==> config.mk <==
export PLATFORM = sky130hd
export DESIGN_NAME = cobs_uart_rx
export DESIGN_NICKNAME = d
export VERILOG_FILES = /design/src/rtl/cobs_uart_rx.sv
export SDC_FILE = /design/constraint.sdc
export NUM_CORES = 1
export LEC_CHECK = 0
export CAP_MARGIN = 0
export CORE_ASPECT_RATIO = 1.4
export CORE_MARGIN = 2
export CORE_UTILIZATION = 40
export DETAILED_ROUTE_END_ITERATION = 7
export MAX_ROUTING_LAYER = met4
export PLACE_DENSITY = 0.57
export SLEW_MARGIN = 20
export SYNTH_ARGS = -nofsm -noshare
export SYNTH_HDL_FRONTEND = slang
export SYNTH_SLANG_ARGS = --single-unit
==> constraint.sdc <==
create_clock -name I_clk -period 5.7 [get_ports I_clk]
set_input_delay 0.855 -clock I_clk [delete_from_list [all_inputs] [get_ports I_clk]]
set_output_delay 0.855 -clock I_clk [all_outputs]
set_load 0.03 [all_outputs]
==> src/rtl/cobs_uart_rx.sv <==
`default_nettype none
// ============================================================================
// Module   : cobs_uart_rx
// Brief    : 8N1 UART receiver feeding a COBS decoder with last-byte lookahead.
// Revision : 1.0 - initial release
// ============================================================================
module cobs_uart_rx #(
  parameter int CLK_HZ    = 27000000,
  parameter int BAUD      = 115200,
  parameter int MAX_FRAME = 256,
  parameter int IDX_W     = $clog2(MAX_FRAME)
) (
  input  logic             I_clk,
  input  logic             I_reset_n,
  input  logic             rxd,
  output logic [7:0]       O_data,
  output logic             O_valid,
  output logic [IDX_W-1:0] O_idx,
  output logic             O_first,
  output logic             O_last,
  output logic             O_frame_ok,
  output logic [IDX_W:0]   O_len,
  output logic             O_err,
  output logic [1:0]       O_err_code
);
  localparam int c_div   = CLK_HZ / BAUD;
  localparam int c_cnt_w = $clog2(c_div + 1);
  localparam int c_len_w = IDX_W + 1;
  localparam logic [c_cnt_w-1:0] c_full = c_cnt_w'(c_div - 1);
  localparam logic [c_cnt_w-1:0] c_half = c_cnt_w'(c_div / 2 - 1);
  localparam logic [c_len_w-1:0] c_max  = c_len_w'(MAX_FRAME);

  if (c_div < 16) begin : g_div_check
    $error("cobs_uart_rx: CLK_HZ/BAUD must be at least 16");
  end
  if (MAX_FRAME < 2) begin : g_frame_check
    $error("cobs_uart_rx: MAX_FRAME must be at least 2");
  end

  // ---------------- UART front end ----------------
  typedef enum logic [2:0] {U_IDLE, U_START, U_BITS, U_STOP, U_WAIT} uart_state_t;
  uart_state_t        r_ustate, w_ustate;
  logic [1:0]         r_sync;
  logic               r_rxd_prev;
  logic [c_cnt_w-1:0] r_cnt, w_cnt;
  logic [2:0]         r_bitn, w_bitn;
  logic [7:0]         r_shift, w_shift;
  logic               w_rxd, w_rx_stb, w_rx_ferr;

  assign w_rxd = r_sync[1];

  always_ff @(posedge I_clk) begin
    if (!I_reset_n) begin
      r_sync     <= 2'b11;
      r_rxd_prev <= 1'b1;
      r_ustate   <= U_IDLE;
      r_cnt      <= '0;
      r_bitn     <= 3'd0;
      r_shift    <= 8'h00;
    end else begin
      r_sync     <= {r_sync[0], rxd};
      r_rxd_prev <= w_rxd;
      r_ustate   <= w_ustate;
      r_cnt      <= w_cnt;
      r_bitn     <= w_bitn;
      r_shift    <= w_shift;
    end
  end

  always_comb begin
    w_ustate  = r_ustate;
    w_cnt     = r_cnt;
    w_bitn    = r_bitn;
    w_shift   = r_shift;
    w_rx_stb  = 1'b0;
    w_rx_ferr = 1'b0;
    case (r_ustate)
      U_IDLE: begin
        if (r_rxd_prev && !w_rxd) begin
          w_ustate = U_START;
          w_cnt    = '0;
        end
      end
      U_START: begin
        if (r_cnt == c_half) begin
          w_cnt    = '0;
          w_bitn   = 3'd0;
          w_ustate = w_rxd ? U_IDLE : U_BITS;
        end else begin
          w_cnt = r_cnt + 1'b1;
        end
      end
      U_BITS: begin
        if (r_cnt == c_full) begin
          w_cnt   = '0;
          w_shift = {w_rxd, r_shift[7:1]};
          w_bitn  = r_bitn + 3'd1;
          if (r_bitn == 3'd7) w_ustate = U_STOP;
        end else begin
          w_cnt = r_cnt + 1'b1;
        end
      end
      U_STOP: begin
        if (r_cnt == c_full) begin
          w_cnt = '0;
          if (w_rxd) begin
            w_rx_stb = 1'b1;
            w_ustate = U_IDLE;
          end else begin
            w_rx_ferr = 1'b1;
            w_ustate  = U_WAIT;
          end
        end else begin
          w_cnt = r_cnt + 1'b1;
        end
      end
      U_WAIT:  if (w_rxd) w_ustate = U_IDLE;
      default: w_ustate = U_IDLE;
    endcase
  end

  // ---------------- COBS decoder and lookahead ----------------
  typedef enum logic [1:0] {D_SYNC, D_CODE, D_DATA, D_DISCARD} dec_state_t;
  dec_state_t       r_dstate, w_dstate;
  logic [7:0]       r_rem, w_rem;
  logic             r_zpend, w_zpend;
  logic [IDX_W:0]   r_count, w_count;
  logic             r_hold_full, w_hold_full;
  logic [7:0]       r_hold_data, w_hold_data;
  logic             w_decode;
  logic [7:0]       w_dbyte;
  logic [IDX_W:0]   w_prev_idx;
  logic             r_valid, w_valid, r_first, w_first, r_last, w_last;
  logic             r_ok, w_ok, r_err, w_err;
  logic [7:0]       r_data, w_data;
  logic [IDX_W-1:0] r_idx, w_idx;
  logic [IDX_W:0]   r_len, w_len;
  logic [1:0]       r_code, w_code;

  // Held byte sits at position count-1 of the frame.
  assign w_prev_idx = r_count - 1'b1;

  always_ff @(posedge I_clk) begin
    if (!I_reset_n) begin
      r_dstate    <= D_SYNC;
      r_rem       <= 8'h00;
      r_zpend     <= 1'b0;
      r_count     <= '0;
      r_hold_full <= 1'b0;
      r_hold_data <= 8'h00;
      r_valid     <= 1'b0;
      r_data      <= 8'h00;
      r_idx       <= '0;
      r_first     <= 1'b0;
      r_last      <= 1'b0;
      r_ok        <= 1'b0;
      r_len       <= '0;
      r_err       <= 1'b0;
      r_code      <= 2'd0;
    end else begin
      r_dstate    <= w_dstate;
      r_rem       <= w_rem;
      r_zpend     <= w_zpend;
      r_count     <= w_count;
      r_hold_full <= w_hold_full;
      r_hold_data <= w_hold_data;
      r_valid     <= w_valid;
      r_data      <= w_data;
      r_idx       <= w_idx;
      r_first     <= w_first;
      r_last      <= w_last;
      r_ok        <= w_ok;
      r_len       <= w_len;
      r_err       <= w_err;
      r_code      <= w_code;
    end
  end

  always_comb begin
    w_dstate    = r_dstate;
    w_rem       = r_rem;
    w_zpend     = r_zpend;
    w_count     = r_count;
    w_hold_full = r_hold_full;
    w_hold_data = r_hold_data;
    w_decode    = 1'b0;
    w_dbyte     = 8'h00;
    w_valid     = 1'b0;
    w_data      = 8'h00;
    w_idx       = '0;
    w_first     = 1'b0;
    w_last      = 1'b0;
    w_ok        = 1'b0;
    w_len       = '0;
    w_err       = 1'b0;
    w_code      = 2'd0;
    if (w_rx_ferr) begin
      if (r_dstate == D_CODE || r_dstate == D_DATA) begin
        w_err       = 1'b1;
        w_code      = 2'd3;
        w_dstate    = D_DISCARD;
        w_hold_full = 1'b0;
        w_count     = '0;
      end
    end else if (w_rx_stb) begin
      case (r_dstate)
        D_SYNC: if (r_shift == 8'h00) w_dstate = D_CODE;
        D_CODE: begin
          if (r_shift != 8'h00) begin
            w_rem    = r_shift - 8'd1;
            w_zpend  = (r_shift != 8'hFF);
            w_dstate = D_DATA;
          end
        end
        D_DATA: begin
          if (r_shift == 8'h00) begin
            if (r_rem == 8'h00) begin
              w_valid = r_hold_full;
              w_data  = r_hold_data;
              w_idx   = w_prev_idx[IDX_W-1:0];
              w_first = r_hold_full && (w_prev_idx == '0);
              w_last  = r_hold_full;
              w_ok    = 1'b1;
              w_len   = r_count;
            end else begin
              w_err  = 1'b1;
              w_code = 2'd1;
            end
            w_dstate    = D_CODE;
            w_hold_full = 1'b0;
            w_count     = '0;
          end else if (r_rem != 8'h00) begin
            w_decode = 1'b1;
            w_dbyte  = r_shift;
            w_rem    = r_rem - 8'd1;
          end else begin
            // Group boundary: the implicit zero only exists for codes below 0xFF.
            w_decode = r_zpend;
            w_rem    = r_shift - 8'd1;
            w_zpend  = (r_shift != 8'hFF);
          end
        end
        D_DISCARD: if (r_shift == 8'h00) w_dstate = D_CODE;
        default:   w_dstate = D_SYNC;
      endcase
    end
    if (w_decode) begin
      if (r_count == c_max) begin
        w_err       = 1'b1;
        w_code      = 2'd2;
        w_dstate    = D_DISCARD;
        w_hold_full = 1'b0;
        w_count     = '0;
      end else begin
        w_valid     = r_hold_full;
        w_data      = r_hold_data;
        w_idx       = w_prev_idx[IDX_W-1:0];
        w_first     = r_hold_full && (w_prev_idx == '0);
        w_hold_full = 1'b1;
        w_hold_data = w_dbyte;
        w_count     = r_count + 1'b1;
      end
    end
  end

  assign O_data     = r_data;
  assign O_valid    = r_valid;
  assign O_idx      = r_idx;
  assign O_first    = r_first;
  assign O_last     = r_last;
  assign O_frame_ok = r_ok;
  assign O_len      = r_len;
  assign O_err      = r_err;
  assign O_err_code = r_code;
endmodule
`default_nettype wire

==> results by group <==
Power and ir drop
  – Switching share of total power: 0.233
  – Net Switching: 0.295 mW
  – Worst VDD drop: 0.145 mV
  – Clock power frac: 0.471
  – Combinational cell fraction of total power: 0.043
  – Sequential share of power: 0.486
  – Pwr dens: 269 nW/um2
  – Leakage: 1.80 nW
  – Tot Pwr: 1.27 mW
  – Int Power: 0.972 mW

STA
  – Fin crit share: 0.471
  – Worst setup margin: 3020 ps
  – Rel. slew slack: 0.399
  – Slew Limit Fails: 0
  – Final TNS setup: 0 ps
  – Unrepaired setup endpoints after global routing: false
  – Max Clock Freq: 0.373 GHz
  – Tightest Pin Transition: 894 ps
  – Fin crit period: 2680 ps
  – Fin. Hold Viols: 0
  – Final Skew: 7.43 ps
  – Final setup fails: 0

Critical path
  – Crit. End Element: register
  – Data arrival, critical path: 2970 ps
  – Critical path required time: 5990 ps
  – Reg2reg start: r_shift[0]
  – Critical path origin: I_reset_n
  – Crit path kind: in -> reg
  – CP max-delay cell: clkdlybuf4s50_1
  – Critical path startpoint category: primary input
  – Worst-path cell chain: clkdlybuf4s50_1 > inv_1 > buf_4 > nor4_4 > and2_1
  – Slowest Stage Delay on Critical Path: 770 ps
  – Reg-to-reg slack, setup: 3120 ps
  – End of the worst register-to-register path: O_last
  – Depth of the most critical reg-to-reg path: 6
  – Crit path to: O_last
  – CP max FO: 31

Logic synthesis
  – Yosys reg bits: 86
  – Synth Flop Type: dfxtp_1
  – Sequential area share after synthesis: 0.429
  – Gate Count Post-Synth: 456
  – Post-Syn Area per Cell: 8.80 um2
  – Post-Syn Nets: 473
  – Yosys cell types: 62
  – Synthesized area: 4010 um2
  – Async SR Flop Fraction: 0
  – Synth warnings: 0
  – Number of synthesized flops with an enable pin: 0

Placed design
  – Hpwl dp: 6110 um
  – Port buffer count: 34
  – RD Place Congestion: 0.886
  – Post-Place Worst Slack: 2640 ps
  – Area post-placement: 4410 um2
  – Placed cell count: 599

Clocking
  – Skew-Pair Late Insertion Delay: 340 ps
  – Clock Tree Buf Depth: 2
  – Htree depth: 3
  – CTS tree: yes
  – Root Buffer: clkbuf_16
  – Clock-pin slew on the worst setup and hold paths: 60 ps
  – Clock sinks: 86
  – CTS buffer count: 9
  – Post-CTS Resized: 0
  – Number of post-CTS setup repair buffers: 0
  – # hold bufs at CTS: 0

Global routing
  – Congestion Overflow GR: 0
  – All-Layer GR Usage: 0.169
  – Largest net degree at the start of global routing: 32
  – First-pass GRT wire length: 14000 um
  – Number of global-route vias before repair: 2993
  – Initial antenna violation count: 0

Final layout
  – Area added between synthesis and finish: 17.5%
  – Finished layout cell area: 4720 um2
  – Post-Layout Cell Count: 615
  – N_diodes: 0
  – Layout cell share with drive strength beyond 1: 0.0667
  – Layout net count: 492

Die
  – IO Pins: 35
  – Initial Util: 0.408
  – Die width: 88.7 um
  – Rows: 43
  – Core area: 9850 um2
  – Full die area: 10900 um2
  – Die height: 123 um

Detailed routing
  – DR WL/cell: 13.7 um
  – Total wire length: 8400 um
  – Vias per inst: 5.20
  – Drc violations: 0
  – First-pass iteration count of the detailed router: 4
  – Routed vias: 3195
  – Initial drt markers: 125
  – Number of nets with antenna violations after routing: 0

Min path
  – Worst Hold Class: reg -> reg
  – Hold path start: r_sync[0]

Status
  – Status: complete, no violations

Flow run
  – Max Cap Violations: 0
## cells by family (layout without fill, tap and decap cells)
group	Yosys count	in the layout	synth area share
DFF	86	86	0.429
xor gates and xnor gates	20	20	0.0436
muxes	12	12	0.0302
buffers and inverters	44	68	0.0461
and+or+nand+nor	192	192	0.266
AOI/OAI and AO/OA	88	88	0.141
adders and majority gates	14	14	0.0436
## cell usage after synthesis, drive strengths merged (10+ instances only)
library cell,number,area [um2]
a21oi,37,185
nand3,22,110
clkbuf,23,86.3
xnor2,11,96.3
nor2,52,198
and2,22,138
nor4,10,90.1
mux2i,11,110
ha,14,175
o21ai,12,60.1
nand2,28,105
inv,16,60.1
dfxtp,86,1720
## layout by cell type (no fill, tap or decap), types with 3 or more instances in the layout
cell type	Yosys	final
nand4_1	6	6
dfxtp_1	86	86
o2bb2ai_1	3	3
inv_1	16	16
and3_1	8	8
nand2_1	28	28
or4_1	5	5
xor2_1	9	9
and2_1	22	22
nor4_1	7	7
a22oi_1	3	3
nor2_1	51	51
clkdlybuf4s50_1	0	34
inv_6	0	3
a31oi_1	4	4
o31ai_1	4	4
clkbuf_16	0	9
xnor2_1	11	11
ha_1	14	14
nor3_1	9	9
mux2i_1	11	11
a21o_1	4	4
o21ai_0	10	10
nand3_1	22	22
a21oi_1	37	37
nand2b_1	7	7
nor3b_1	6	6
o211ai_1	5	5
## stage by stage
step                 util  hold slack [ps]
global placement    0.448              398
global route        0.479              467
detailed placement  0.448              406
floorplan               -              386
CTS                 0.479              417
finish              0.479              411
## critical path: cells and delay by family
kind	cells	cell delay, ps
buf+inv	3	1360
simple gates	2	730
## layout make-up
type	count	area (um2)
fill	978	5130
multi-input combinational	326	2110
tap	135	169
inverter	16	60.1
sequential	86	1720
timing repair buffer	36	355
clock buffer	9	225
clock inverter	7	80.1
## worst min-delay path by stage
| stage | endpoint | slack, ps | cells after the start |
|---|---|---|---|
| after floorplan | r_sync[1] | 390 | 1 |
| after global placement | r_sync[1] | 400 | 1 |
| after detailed placement | r_sync[1] | 410 | 1 |
| after CTS | r_sync[1] | 420 | 1 |
| after global routing | r_sync[1] | 470 | 1 |
| final | r_sync[1] | 410 | 1 |
## metal layers
metal / track usage / routed length, um / part of all wire
met5: - / 0 / 0
met4: 0.0710 / 198 / 0.024
met3: 0.0383 / 230 / 0.027
met2: 0.280 / 4160 / 0.50
met1: 0.194 / 3810 / 0.45
## state kept, by name, summed over array words and instances, names as in the netlist, 2 cells and up
signal	flops
r_sync	2
r_hold_data	8
O_data	8
O_idx	8
r_bitn	3
O_len	9
r_count	9
r_cnt	8
r_shift	8
O_err_code	2
r_ustate	3
r_dstate	2
r_rem	8
## power groups by stage
stage          Clock, mW  Combinational, mW  Sequential, mW
5_1_grt            0.638             0.0618           0.617
2_1_floorplan          0             0.0469           0.624
3_5_place_dp           0             0.0551           0.630
3_3_place_gp           0             0.0537           0.630
4_1_cts            0.611             0.0553           0.616
6_report           0.597             0.0548           0.616
No activity file was read; power rests on OpenSTA's default activity.
